$ cat src/rtl/decode.sv
// LC3 decode stage: captures the fetched instruction and its PC, splits out the fields,
// reads the 8-entry register file and hands the result to execute over valid/ready.
module decode #(
  parameter int unsigned DATA_W    = 16,
  parameter bit          RF_BYPASS = 1'b1
) (
  input  logic              clk,
  input  logic              rst,
  input  logic              decode_start,
  input  logic [DATA_W-1:0] instr_in,
  input  logic [DATA_W-1:0] npc_in,
  input  logic              exec_ready,
  input  logic              wb_en,
  input  logic [2:0]        wb_dr,
  input  logic [DATA_W-1:0] wb_data,
  output logic              valid_out,
  output logic              busy,
  output logic [DATA_W-1:0] ir_out,
  output logic [DATA_W-1:0] npc_out,
  output logic [3:0]        opCode_out,
  output logic [2:0]        dr_out,
  output logic [2:0]        br_nzp_out,
  output logic [8:0]        offset_out,
  output logic              imm_sel_out,
  output logic [DATA_W-1:0] imm_out,
  output logic [DATA_W-1:0] sr1_data_out,
  output logic [DATA_W-1:0] sr2_data_out,
  output logic [DATA_W-1:0] reg_out,
  output logic              illegal_out
);

  typedef enum logic {
    IDLE = 1'b0,
    HOLD = 1'b1
  } state_e;

  state_e            state_q, state_d;
  logic [DATA_W-1:0] ir_q, ir_d;
  logic [DATA_W-1:0] npc_q, npc_d;
  logic [DATA_W-1:0] sr1_q, sr1_d;
  logic [DATA_W-1:0] sr2_q, sr2_d;
  logic [DATA_W-1:0] rf_q [8];
  logic [DATA_W-1:0] rf_d [8];
  logic              capture;
  logic [2:0]        sr1_idx, sr2_idx;

  always_comb begin
    state_d = state_q;
    capture = 1'b0;
    case (state_q)
      IDLE: begin
        if (decode_start) begin
          capture = 1'b1;
          state_d = HOLD;
        end
      end
      HOLD: begin
        if (exec_ready) begin
          capture = decode_start;
          state_d = decode_start ? HOLD : IDLE;
        end
      end
      default: state_d = IDLE;
    endcase
  end

  always_comb begin
    rf_d = rf_q;
    if (wb_en) rf_d[wb_dr] = wb_data;
  end

  // Source indices come from the incoming word on capture and the held word otherwise,
  // so the same forwarding path serves both the capture read and the HOLD refresh.
  always_comb begin
    ir_d    = ir_q;
    npc_d   = npc_q;
    sr1_d   = sr1_q;
    sr2_d   = sr2_q;
    sr1_idx = ir_q[8:6];
    sr2_idx = ir_q[2:0];
    if (capture) begin
      ir_d    = instr_in;
      npc_d   = npc_in;
      sr1_idx = instr_in[8:6];
      sr2_idx = instr_in[2:0];
      sr1_d   = (RF_BYPASS && wb_en && wb_dr == sr1_idx) ? wb_data : rf_q[sr1_idx];
      sr2_d   = (RF_BYPASS && wb_en && wb_dr == sr2_idx) ? wb_data : rf_q[sr2_idx];
    end else if (state_q == HOLD && wb_en) begin
      if (wb_dr == sr1_idx) sr1_d = wb_data;
      if (wb_dr == sr2_idx) sr2_d = wb_data;
    end
  end

  always_ff @(posedge clk) begin
    if (rst) begin
      state_q <= IDLE;
      ir_q    <= '0;
      npc_q   <= '0;
      sr1_q   <= '0;
      sr2_q   <= '0;
      for (int unsigned i = 0; i < 8; i++) rf_q[i] <= '0;
    end else begin
      state_q <= state_d;
      ir_q    <= ir_d;
      npc_q   <= npc_d;
      sr1_q   <= sr1_d;
      sr2_q   <= sr2_d;
      rf_q    <= rf_d;
    end
  end

  assign valid_out    = (state_q == HOLD);
  assign busy         = (state_q == HOLD);
  assign ir_out       = ir_q;
  assign npc_out      = npc_q;
  assign opCode_out   = ir_q[15:12];
  assign dr_out       = ir_q[11:9];
  assign br_nzp_out   = ir_q[11:9];
  assign offset_out   = ir_q[8:0];
  assign imm_sel_out  = ir_q[5];
  assign imm_out      = {{(DATA_W-5){ir_q[4]}}, ir_q[4:0]};
  assign sr1_data_out = sr1_q;
  assign sr2_data_out = sr2_q;
  assign reg_out      = sr1_q;
  assign illegal_out  = (ir_q[15:12] == 4'b1101);

endmodule

$ cat config.mk
export PLATFORM = sky130hd
export DESIGN_NAME = decode
export DESIGN_NICKNAME = d
export VERILOG_FILES = /design/src/rtl/decode.sv
export SDC_FILE = /design/constraint.sdc
export NUM_CORES = 1
export LEC_CHECK = 0
export ABC_AREA = 1
export CORE_ASPECT_RATIO = 2
export CORE_UTILIZATION = 35
export CTS_CLUSTER_DIAMETER = 150
export DETAILED_ROUTE_END_ITERATION = 12
export PLACE_DENSITY = 0.55
export SYNTH_ARGS = -nofsm -noshare
export SYNTH_HDL_FRONTEND = slang
export SYNTH_SLANG_ARGS = --single-unit
$ cat constraint.sdc
create_clock -name clk -period 1.5 [get_ports clk]
set_input_delay 0.15 -clock clk [delete_from_list [all_inputs] [get_ports clk]]
set_output_delay 0.15 -clock clk [all_outputs]
set_load 0.01 [all_outputs]
==> out/qor.yml <==
die_h_um: 245
busiest_layer: "met2"
setup_viol: 0
port_buffers: 174
netlist_top_cells_count: "276 x nand2_1, 213 x o21ai_0, 193 x dfxtp_1"
netlist_instances: 1562
met3_usage: 0.0448
skew_ns: 0.0108
use_met1: 0.288
hold_path_class: "in -> reg"
ys_seq_elements: 193
drive_gt1_frac: 0.130
placementRows: 88
wire_per_inst_um: 20.0
clock_latency_ns: 0.46
crit_arrival_ns: 1.77
report.final.slew_viol_count: 0
rsz0062_at_grt: "true"
place_congestion: 0.931
vias: 10800
postLayoutCoreUtil: 0.463
grt_pass1_vias: 10200
gr-total-overflow: 0
yosys.area.top_type: "dfxtp_1"
routed_wl_mm: 41.7
chipWidth_um: 123
drv_cap: 0
netlist_area_sq_mm: 0.0103
worst_pin_slew_ns: 0.524
crit_fanout: 12
ant_nets: 0
crit_type: "in -> reg"
maxSlewHeadroom: 0.649
hpwlAfterDp_mm: 30.8
grt_pass1_wl_mm: 61.7
rr_startpoint: "busy"
ys_warn_count: 0
ff2ff_setup_slack_ns: 0.08
fmax_mhz: 695
core_sq_mm: 0.0290
drc: 0
r2r_cells: 8
synth_enable_flop_cells: 0
pwr_density_cell_mw_per_mm2: 963
clk_pin_slew_ns: 0.07
place_inst: 2046
track_usage: 0.283
cts_root_buf: "clkbuf_16"
crit_path_end_kind: "flop"
cts_tree: "done"
cts_hold_buf: 0
synth_flop_cell: "dfxtp_1"
grt_use_met2: 0.492
drt_iter0_drc: 671
peakVddDrop_uv: 809
dr.pass1.iters: 7
syn-num-nets: 1618
grt_start_max_net_pins: 62
cts_buffer_depth: 2
hp-start: "instr_in[9]"
fin_nets: 1765
tritoncts.num_buffers: 17
hold_path_end: "ir_out[9]"
antenna_found_initial: 3
start_util: 0.356
io-pin-count: 175
die_area_sq_mm: 0.0302
outcome: "completed"
hold_path_depth: 3
yosys-top-cells-area: "dfxtp_1 37%, o21ai_0 10%, nand2_1 10%"
fin_cells: 2084
synthArstFlopShare: 0
via_per_inst: 5.17
period_minus_slack_ns: 1.44
tns_ns: 0
synth.avg_cell_area_sq_um: 6.61
p_leak_nw: 6.27
yosysTopAreaCellShare: 0.374
h-tree-depth: 4
area_delta_synth_final_pct: 29.9
clock-sinks: 193
cp-start-kind: "input pin"
yosysMostFrequentCell: "nand2_1"
ys_seq_area_frac: 0.374
synth_cell_types: 29
rr_endpoint: "reg_out[15]"
finalCritPeriodShare: 0.960
crit_required_ns: 1.83
hold_violations: 0
worst max-delay path by stage:
stage	end	from	slack [ns]
after floorplan	ir_out[8]	busy	0.10
final	rf_q[3]	wb_en	0.06
after global placement	sr2_data_out[3]	wb_dr[1]	-0.69
after detailed placement	reg_out[15]	instr_in[7]	-0.63
after global routing	rf_q[3]	wb_en	-0.02
after CTS	sr2_data_out[3]	wb_dr[2]	0.002
repair_timing:
| item | 4_1_cts | 5_1_grt |
|---|---|---|
| setup endpoints to repair | 164 | 61 |
| endpoints found under the hold margin | 0 | 0 |
| pin swaps | 1 | 3 |
| gates cloned | 1 | 1 |
| resized for setup | 142 | 28 |
| setup buffers | 1 | 1 |
power breakdown:
part / leakage, nW / switching, mW / internal (mW) / total, mW
combinational: 4.42 / 1.66 / 1.14 / 2.80
sequential: 1.58 / 0.180 / 5.39 / 5.57
clock: 0.265 / 2.15 / 2.38 / 4.53
worst max-delay path, stage by stage:
cell	delay, ns
clkdlybuf4s50_1	0.53
buf_4	0.14
nand2_1	0.16
nor2_2	0.27
inv_1	0.25
o21ai_0	0.21
a21oi_1	0.05
placed cells by master, fill, tap and decap left out, drive strengths merged:
master,instances
a21oi,173
and3,8
buf,124
bufinv,1
clkbuf,22
clkdlybuf4s50,47
clkinv,22
clkinvlp,4
dfxtp,193
diode,3
dlygate4sd2,114
dlymetal6s2s,10
inv,153
nand2,293
nand3,92
nand3b,6
nor2,182
nor3,1
o211ai,56
o21ai,218
xnor2,2
kinds of logic (layout without fill, tap and decap cells):
group	count (synthesis)	count (layout)	synth area share
AO/OA/AOI/OAI	447	447	0.232
buffers and inverters	339	497	0.155
flip-flops	193	193	0.374
other	0	3	0
AND/OR/NAND/NOR	581	582	0.237
XOR/XNOR	2	2	0.00170
per-stage QoR:
step                      hold WS, ns  worst slack [ns]  power [mW]  area, sq um
final                           0.311            0.0605        12.9        13400
after global routing            0.305           -0.0203        13.5        13400
after CTS                       0.287           0.00241        13.0        13300
after detailed placement        0.460            -0.634        8.59        12800
after global placement          0.451            -0.688        8.58        12800
after floorplan                 0.219             0.101        7.18        10300
flip-flops by register name (all words and copies together) (netlist names):
name          count
busy              1
ir_out           16
npc_out          16
reg_out          16
rf_q            128
sr2_data_out     16
cell type report:
| cell class | instances | area [sq um] |
|---|---|---|
| Antenna cell | 3 | 7.51 |
| Clock buffer | 20 | 457 |
| Clock inverter | 11 | 105 |
| Fill cell | 3036 | 15600 |
| Inverter | 169 | 639 |
| Multi-Input combinational cell | 1031 | 4940 |
| Sequential cell | 193 | 3890 |
| Tap cell | 360 | 450 |
| Timing Repair Buffer | 297 | 2920 |
per-layer routing:
metal | share of wire | vias to the layer above
met2 | 0.51 | 424
met4 | 0.085 | 0
met3 | 0.055 | 105
met5 | 0 | -
met1 | 0.35 | 4946
li1 | - | 5290
No activity file was read; power rests on OpenSTA's default activity.
